==> src/rtl/simd_register_bank.sv <==
// simd_register_bank: per-thread register files sharing one decoded instruction, with masked writeback and bulk clear.
// Define REGFILE_ZERO_REG_EN to make R0 a hardwired zero that silently drops writes.
module simd_register_bank #(
    parameter int THREADS   = 4,
    parameter int DATA_BITS = 8,
    parameter int NUM_REGS  = 16,
    parameter int ADDR_BITS = $clog2(NUM_REGS)
) (
    input  logic                         clk,
    input  logic                         reset,
    input  logic                         enable,
    input  logic [7:0]                   block_id,
    input  logic [2:0]                   core_state,
    input  logic [THREADS-1:0]           thread_mask,
    input  logic [ADDR_BITS-1:0]         decoded_rd_address,
    input  logic [ADDR_BITS-1:0]         decoded_rs_address,
    input  logic [ADDR_BITS-1:0]         decoded_rt_address,
    input  logic                         decoded_reg_write_enable,
    input  logic [1:0]                   decoded_reg_input_mux,
    input  logic [DATA_BITS-1:0]         decoded_immediate,
    input  logic [THREADS*DATA_BITS-1:0] alu_out,
    input  logic [THREADS*DATA_BITS-1:0] lsu_out,
    input  logic                         clear_req,
    output logic                         clear_busy,
    output logic                         write_error,
    output logic [THREADS*DATA_BITS-1:0] rs,
    output logic [THREADS*DATA_BITS-1:0] rt
);
    localparam int WR = NUM_REGS - 3;
    localparam logic [2:0] REQUEST = 3'b011;
    localparam logic [2:0] UPDATE  = 3'b110;

    typedef enum logic {IDLE, CLEAR} state_t;

    state_t                       state_q;
    logic [ADDR_BITS-1:0]         idx_q;
    logic [DATA_BITS-1:0]         wr_q [THREADS][WR];
    logic [DATA_BITS-1:0]         blk_q;
    logic [DATA_BITS-1:0]         rf   [THREADS][NUM_REGS];
    logic [THREADS*DATA_BITS-1:0] rs_q, rt_q, rs_d, rt_d, wdata_d;
    logic                         write_error_q, err_d;
    logic                         req, upd, wr_attempt, rd_ro, zero_drop, do_write;

    assign req        = enable && state_q == IDLE && core_state == REQUEST;
    assign upd        = enable && state_q == IDLE && core_state == UPDATE;
    assign wr_attempt = upd && decoded_reg_write_enable && decoded_reg_input_mux != 2'b11;
    assign rd_ro      = decoded_rd_address >= ADDR_BITS'(WR);
`ifdef REGFILE_ZERO_REG_EN
    // R0 is never written, so its storage stays at its reset/clear value of zero
    assign zero_drop  = decoded_rd_address == '0;
`else
    assign zero_drop  = 1'b0;
`endif
    assign do_write   = wr_attempt && !rd_ro && !zero_drop;
    assign err_d      = wr_attempt && rd_ro;

    // Architectural view: writable storage followed by block id, thread count and thread index
    for (genvar t = 0; t < THREADS; t++) begin : g_t
        for (genvar r = 0; r < NUM_REGS; r++) begin : g_r
            if (r < WR) begin : g_w
                assign rf[t][r] = wr_q[t][r];
            end else if (r == WR) begin : g_b
                assign rf[t][r] = blk_q;
            end else if (r == WR + 1) begin : g_n
                assign rf[t][r] = DATA_BITS'(THREADS);
            end else begin : g_i
                assign rf[t][r] = DATA_BITS'(t);
            end
        end
    end

    always_comb begin
        rs_d    = rs_q;
        rt_d    = rt_q;
        wdata_d = '0;
        for (int t = 0; t < THREADS; t++) begin
            if (req) begin
                rs_d[t*DATA_BITS +: DATA_BITS] = rf[t][decoded_rs_address];
                rt_d[t*DATA_BITS +: DATA_BITS] = rf[t][decoded_rt_address];
            end
            wdata_d[t*DATA_BITS +: DATA_BITS] =
                decoded_reg_input_mux == 2'b00 ? alu_out[t*DATA_BITS +: DATA_BITS] :
                decoded_reg_input_mux == 2'b01 ? lsu_out[t*DATA_BITS +: DATA_BITS] :
                decoded_immediate;
        end
    end

    always_ff @(posedge clk or posedge reset) begin
        if (reset) begin
            state_q       <= IDLE;
            idx_q         <= '0;
            blk_q         <= '0;
            rs_q          <= '0;
            rt_q          <= '0;
            write_error_q <= 1'b0;
            for (int t = 0; t < THREADS; t++)
                for (int r = 0; r < WR; r++)
                    wr_q[t][r] <= '0;
        end else begin
            rs_q          <= rs_d;
            rt_q          <= rt_d;
            write_error_q <= err_d;
            if (enable)
                blk_q <= DATA_BITS'(block_id);
            // The clear sequencer keeps running even while the core is disabled
            if (state_q == CLEAR) begin
                for (int t = 0; t < THREADS; t++)
                    wr_q[t][idx_q] <= '0;
                idx_q <= idx_q + ADDR_BITS'(1);
                if (idx_q == ADDR_BITS'(WR - 1))
                    state_q <= IDLE;
            end else if (clear_req) begin
                state_q <= CLEAR;
                idx_q   <= '0;
            end
            for (int t = 0; t < THREADS; t++)
                if (do_write && thread_mask[t])
                    wr_q[t][decoded_rd_address] <= wdata_d[t*DATA_BITS +: DATA_BITS];
        end
    end

    assign clear_busy  = state_q == CLEAR;
    assign write_error = write_error_q;
    assign rs          = rs_q;
    assign rt          = rt_q;

endmodule

==> config.mk <==
export PLATFORM = sky130hd
export DESIGN_NAME = simd_register_bank
export DESIGN_NICKNAME = d
export VERILOG_FILES = /design/src/rtl/simd_register_bank.sv
export SDC_FILE = /design/constraint.sdc
export NUM_CORES = 1
export LEC_CHECK = 0
export BUFFER_PORTS_ARGS = -buffer_cell sky130_fd_sc_hd__buf_2
export CAP_MARGIN = 20
export CORE_MARGIN = 3
export CORE_UTILIZATION = 65
export CTS_CLUSTER_DIAMETER = 40
export DETAILED_ROUTE_END_ITERATION = 8
export PLACE_DENSITY = 0.85
export SYNTH_ARGS = -nofsm -noshare
export SYNTH_HDL_FRONTEND = slang
export SYNTH_SLANG_ARGS = --single-unit
==> constraint.sdc <==
create_clock -name clk -period 24.6 [get_ports clk]
set_input_delay 3.69 -clock clk [delete_from_list [all_inputs] [get_ports clk]]
set_output_delay 3.69 -clock clk [all_outputs]
set_load 0.01 [all_outputs]
Word-level counts from Yosys, hierarchy flattened

Index checks and enable logic that the tools add are counted.

Flip-flop bits (word level): 494
Bits in latches: 0
Bits in writable memories: 0
Bits in read-only memories: 0
Bits of input ports: 106
Output and inout port bits: 66
Word-level logic and storage cells: 147
Memories kept: 0

$add $sub $neg: 1
Multipliers: 0
Divide/modulo/power cells: 0
Order comparisons: 7
Equality and inequality tests: 5
Shifts and indexed selects: 0
Muxes and demuxes: 50
Bitwise logic cells: 10
Reductions and logical operators: 16

Operators by type and width:

| kind                                                       | count |
|---|---|
| AND 104 bit                                                | 4 |
| bitwise mux 104 bit                                        | 4 |
| 2-to-1 mux 104 bit                                         | 4 |
| 2-to-1 mux 416 bit                                         | 1 |
| binary-select mux 8 bit (select 4 bit)                     | 8 |
| 2-to-1 mux 8 bit                                           | 26 |
| NOT 104 bit                                                | 1 |
| demux 8 bit (select 4 bit)                                 | 2 |
| >= comparator 5 bit, second input constant                 | 4 |
| NOT 4 -> 5 bit                                             | 4 |
| logical AND 1 bit                                          | 13 |
| less-than comparator 5 x 1 -> 1 bit, second input constant | 2 |
| 2-to-1 mux 4 bit                                           | 2 |
| adder 4 x 1 -> 4 bit, second input constant                | 1 |
| equality test 4 bit, second input constant                 | 1 |
| >= comparator 4 bit, second input constant                 | 1 |
| equality test 3 x 2 -> 1 bit, second input constant        | 1 |
| equality test 3 bit, second input constant                 | 1 |
| 2-to-1 mux 1 bit                                           | 3 |
| equality test 2 x 1 -> 1 bit, second input constant        | 1 |
| zero test 2 bit                                            | 1 |
| != test 2 bit, second input constant                       | 1 |
| nonzero test 2 bit                                         | 1 |
| zero test 1 bit                                            | 1 |
| NOT 1 bit                                                  | 1 |

Depth between registers and ports, before layout

Depth after elaboration: 10
Gate-level depth with buffers: 9
Mapped depth without buffers: 5

Least setup slack after synthesis

No wires, ideal clock.

Path type: input -> register
From: input port decoded_rs_address[0]
To: register rs_q[11] (netlist: rs[11])
Library setup time: 126 ps
Data arrival time: 5048 ps
Data required time: 24474 ps
Path slack: 19426 ps
Stages on the path: 7
Buffers on the path: 4
Path through: buf_4 buf_4 buf_4 buf_4 mux2i_1 o22ai_1 o32a_1

Cells in the longest elaborated chain, start to end: 4

RTL lines:

| item                                                | RTL line | source |
|---|---|---|
| start: declaration                                  | 16       | `input logic [ADDR_BITS-1:0] decoded_rs_address,` |
| NOT 4 -> 5 bit (implied by the code)                | 78       | `rs_d[t*DATA_BITS +: DATA_BITS] = rf[t][decoded_rs_address];` |
| binary-select mux 8 bit (select 4 bit)              | 78       |  |
| 2-to-1 mux 8 bit (implied by the code) (2 in a row) | 78       |  |
| end signal: assignment                              | 100      | `rs_q <= rs_d;` |
| end: declaration                                    | 40       | `logic [THREADS*DATA_BITS-1:0] rs_q, rt_q, rs_d, rt_d, wdata_d;` |

Every way passes these cells. The select of a mux whose other input is x is not followed.
A chain may end at the register's enable or synchronous reset.

Worst setup path in the final report

From: input port decoded_rs_address[1]
To: register rs_q[23] (netlist: rs[23])

The elaborated chain is that of the path after synthesis.

==> impl_results.md <==
- Die area: ~45,000 um^2
- Share of layout cells above drive strength 1: a little under a quarter
- Endpoints failing setup: 0
- Worst skew pair latency: roughly 0.61 ns
- Synth Area per Inst: about 12 um^2
- Pre-Repair DR Iteration Count: 9
- Final Routed Wirelength: 96,100 um
- Min-Delay Path Class: reg -> reg
- Area grow syn2layout: 12.8%
- Crit Path Class: in -> reg
- Nets: about 2,600
- Hold wc startpoint: rt[11]
- Clock root buffer: clkbuf_16
- Critical Path Source: decoded_rs_address[1]
- DR iter-0 viols: 3,802
- Die H: approximately 210 um
- Mapped Nets: about 2,500
- CTS tree: yes
- Yosys Warn Count: 0
- Most used cell, CP: buf_4
- Via count: approximately 23,000
- Hold buffer count at CTS: 0
- Reg2Reg Launch Point: clear_busy
- VDD IR max: between 70 and 80 uV
- CP endpoint kind: flop
- Post-cts resize count: 0
- Worst Slack Setup Final: about 18 ns
- Post-route ant nets: 0
- PortBufs: about 170
- Largest net degree at the start of global routing: ~110
- Setup bufs post-CTS: 0
- Fill count: 2,592
- Row cnt: 74
- TritonCTS buffer count: 68
- Routability cong.: between 0.9 and 1
- M1 GR Usage: 52.9%
- Worst-Margin Slew: around 1.2 ns
- First-pass GRT wire length: 143,000 um
- Skew final: approximately 0.019 ns
- Crit path arrival time: 7.17 ns
- Area of the core region: roughly 41,000 um^2
- Initial cell density of the core: about 66%
- Clock slew at reported path FFs: 0.06 ns
- Unrepaired setup endpoints after global routing: no
- Die W: 212 um
- CP Data Required Time: 25.09 ns
- Setup slack, reg-to-reg: around 22 ns
- Synth Register Bits: 494
- Final Hold Vio Count: 0
- CP max stage delay: 0.88 ns
- GR peak layer: met2
- Synth cell types: 49
- Vias/cell: 7.56
- Clock Tree Buf Depth: 3
- GR Util met3: between 15 and 20%
- Critical-path cell list: buf_6 > buf_4 > buf_4 > or2_2 > o22ai_1 > o32a_1
- Htree depth: 3
- DR WL/cell: around 31 um
- I/O Pins: between 150 and 200
- Post-DP HPWL: between 50,000 and 60,000 um
- Most used DFF post-synth: dfrtp_1
- Critical path's slowest cell: buf_4
- Routing usage on met2: ~62%
- Critical Path Source Type: input pin
- EDFF count, synth: 0
- DRC errors left: 0
- Pins Over Slew Limit: 0
- PD cells: roughly 100 nW/um^2
- Setup TNS: 0 ns
- Seq/Total Area, Yosys: 45.0%
- GR Overflow Total: 0
- Vias in the first global route: 23,700
- Leakage power: about 13 nW
- Initial antenna violation count: 11
- Status: finished clean
- Post-Syn Instances: around 2,400
- Pre-CTS WS: approximately 18 ns
- Synth async-reset ratio: 100%
- Worst-path fanout max: 54
- Final period util: a little over a quarter
- Highest Clock Rate: 150 MHz
- Max-Cap Viols: 0
- CTS sink count: 494
- Post-Syn Area: about 27,000 um^2
- Total Routing Usage GR: a little over two fifths
- Relative slew margins: a little under a fifth
- Post-route minimum period: roughly 6.7 ns
==> Yosys cell counts, types with 19 or more instances <==
cell type / instances / area [um^2]
nand3_1: 128 / 641
mux2i_1: 489 / 4890
nand2_1: 340 / 1280
nor2_4: 20 / 225
dfrtp_1: 494 / 12400
mux2_2: 48 / 541
clkbuf_1: 87 / 327
o32a_1: 48 / 480
mux4_2: 128 / 2880
nand4_1: 19 / 119
o22ai_1: 64 / 400
buf_4: 36 / 270
o21ai_0: 177 / 886
a22o_1: 48 / 420
buf_2: 73 / 365
==> state kept, by name, summed over array words and instances, names as in the netlist <==
signal,flops
rf,416
rs,32
rt,32
blk_q,8
idx_q,4
clear_busy,1
write_error,1
==> worst max-delay path: cells and delay by family <==
kind	cells	cell delay (ns)
AOI/OAI and AO/OA	2	0.63
buffers and inverters	3	1.96
and+or+nand+nor	1	0.78
==> worst paths after layout <==
kind / to / cells past startpoint
setup / recovery: rs[23] / 6
hold / removal: rt[11] / 1
setup reg to reg: rt[27] / 6
hold reg to reg: rt[11] / 1
max in group asynchronous: blk_q[7] / 5
min in group asynchronous: rf[88] / 2
==> per-stage QoR <==
stage | area [um^2] | power (mW) | hold slack [ns] | std cells | util, %
2_1_floorplan | 27500 | 1.83 | 0.469 | 2372 | -
5_1_grt | 30900 | 3.34 | 0.509 | 3063 | 74.9
3_5_place_dp | 28500 | 2.14 | 0.486 | 2936 | 69.0
3_3_place_gp | 28500 | 2.07 | 0.480 | 2934 | 68.9
4_1_cts | 30800 | 3.18 | 0.498 | 3056 | 74.7
6_report | 31000 | 3.23 | 0.495 | 3070 | 75.0
==> cells by family after synthesis <==
logic type               synth area share (%)
AND/OR/NAND/NOR                          10.9
AO/OA/AOI/OAI                            9.63
multiplexers                             30.3
adder cells (fa/ha/maj)                 0.182
flip-flops                               45.0
buffers and inverters                    3.92
==> per-layer routing <==
layer / vias to the layer above / routed length, um / share of wire (%)
li1: 9088 / - / -
met3: 585 / 13000 / 14
met1: 11400 / 32100 / 33
met2: 2117 / 42300 / 44
met5: - / 41 / 0.043
met4: 6 / 8660 / 9.0
==> placed cells by master, fill, tap and decap left out, types with 9 or more instances in the layout <==
cell and instances:
nand3_1 128, buf_2 167, nand2_1 340, nor2_4 20, mux2i_1 489, o32a_1 48
nand4_1 19, a31oi_1 16, a22o_1 48, clkbuf_16 71, nor2_1 12, nor2_8 10
buf_4 68, mux2_2 48, o31ai_1 9, o21ai_1 13, o21ai_0 175, diode_2 10
nand2b_1 12, o22ai_1 64, dfrtp_1 494, mux4_2 128
==> power by group <==
group	internal (mW)	switching (mW)	leakage, nW
Clock	0.639	0.398	1.15
Sequential	1.09	0.246	6.62
Combinational	0.383	0.478	5.64
==> layout make-up <==
| type | instances | area (um^2) | share of cell area, % |
|---|---|---|---|
| clock inverters | 36 | 470 | 1.52 |
| clock buffers | 84 | 1900 | 6.12 |
| repair buffers | 242 | 1470 | 4.76 |
| flip-flops and latches | 494 | 12400 | 39.9 |
| diodes | 10 | 25.0 | 0.0808 |
| inverters | 8 | 37.5 | 0.121 |
| well taps | 532 | 666 | 2.15 |
| multi-input cells | 1664 | 14000 | 45.3 |
(Power assumes the default switching activity.)
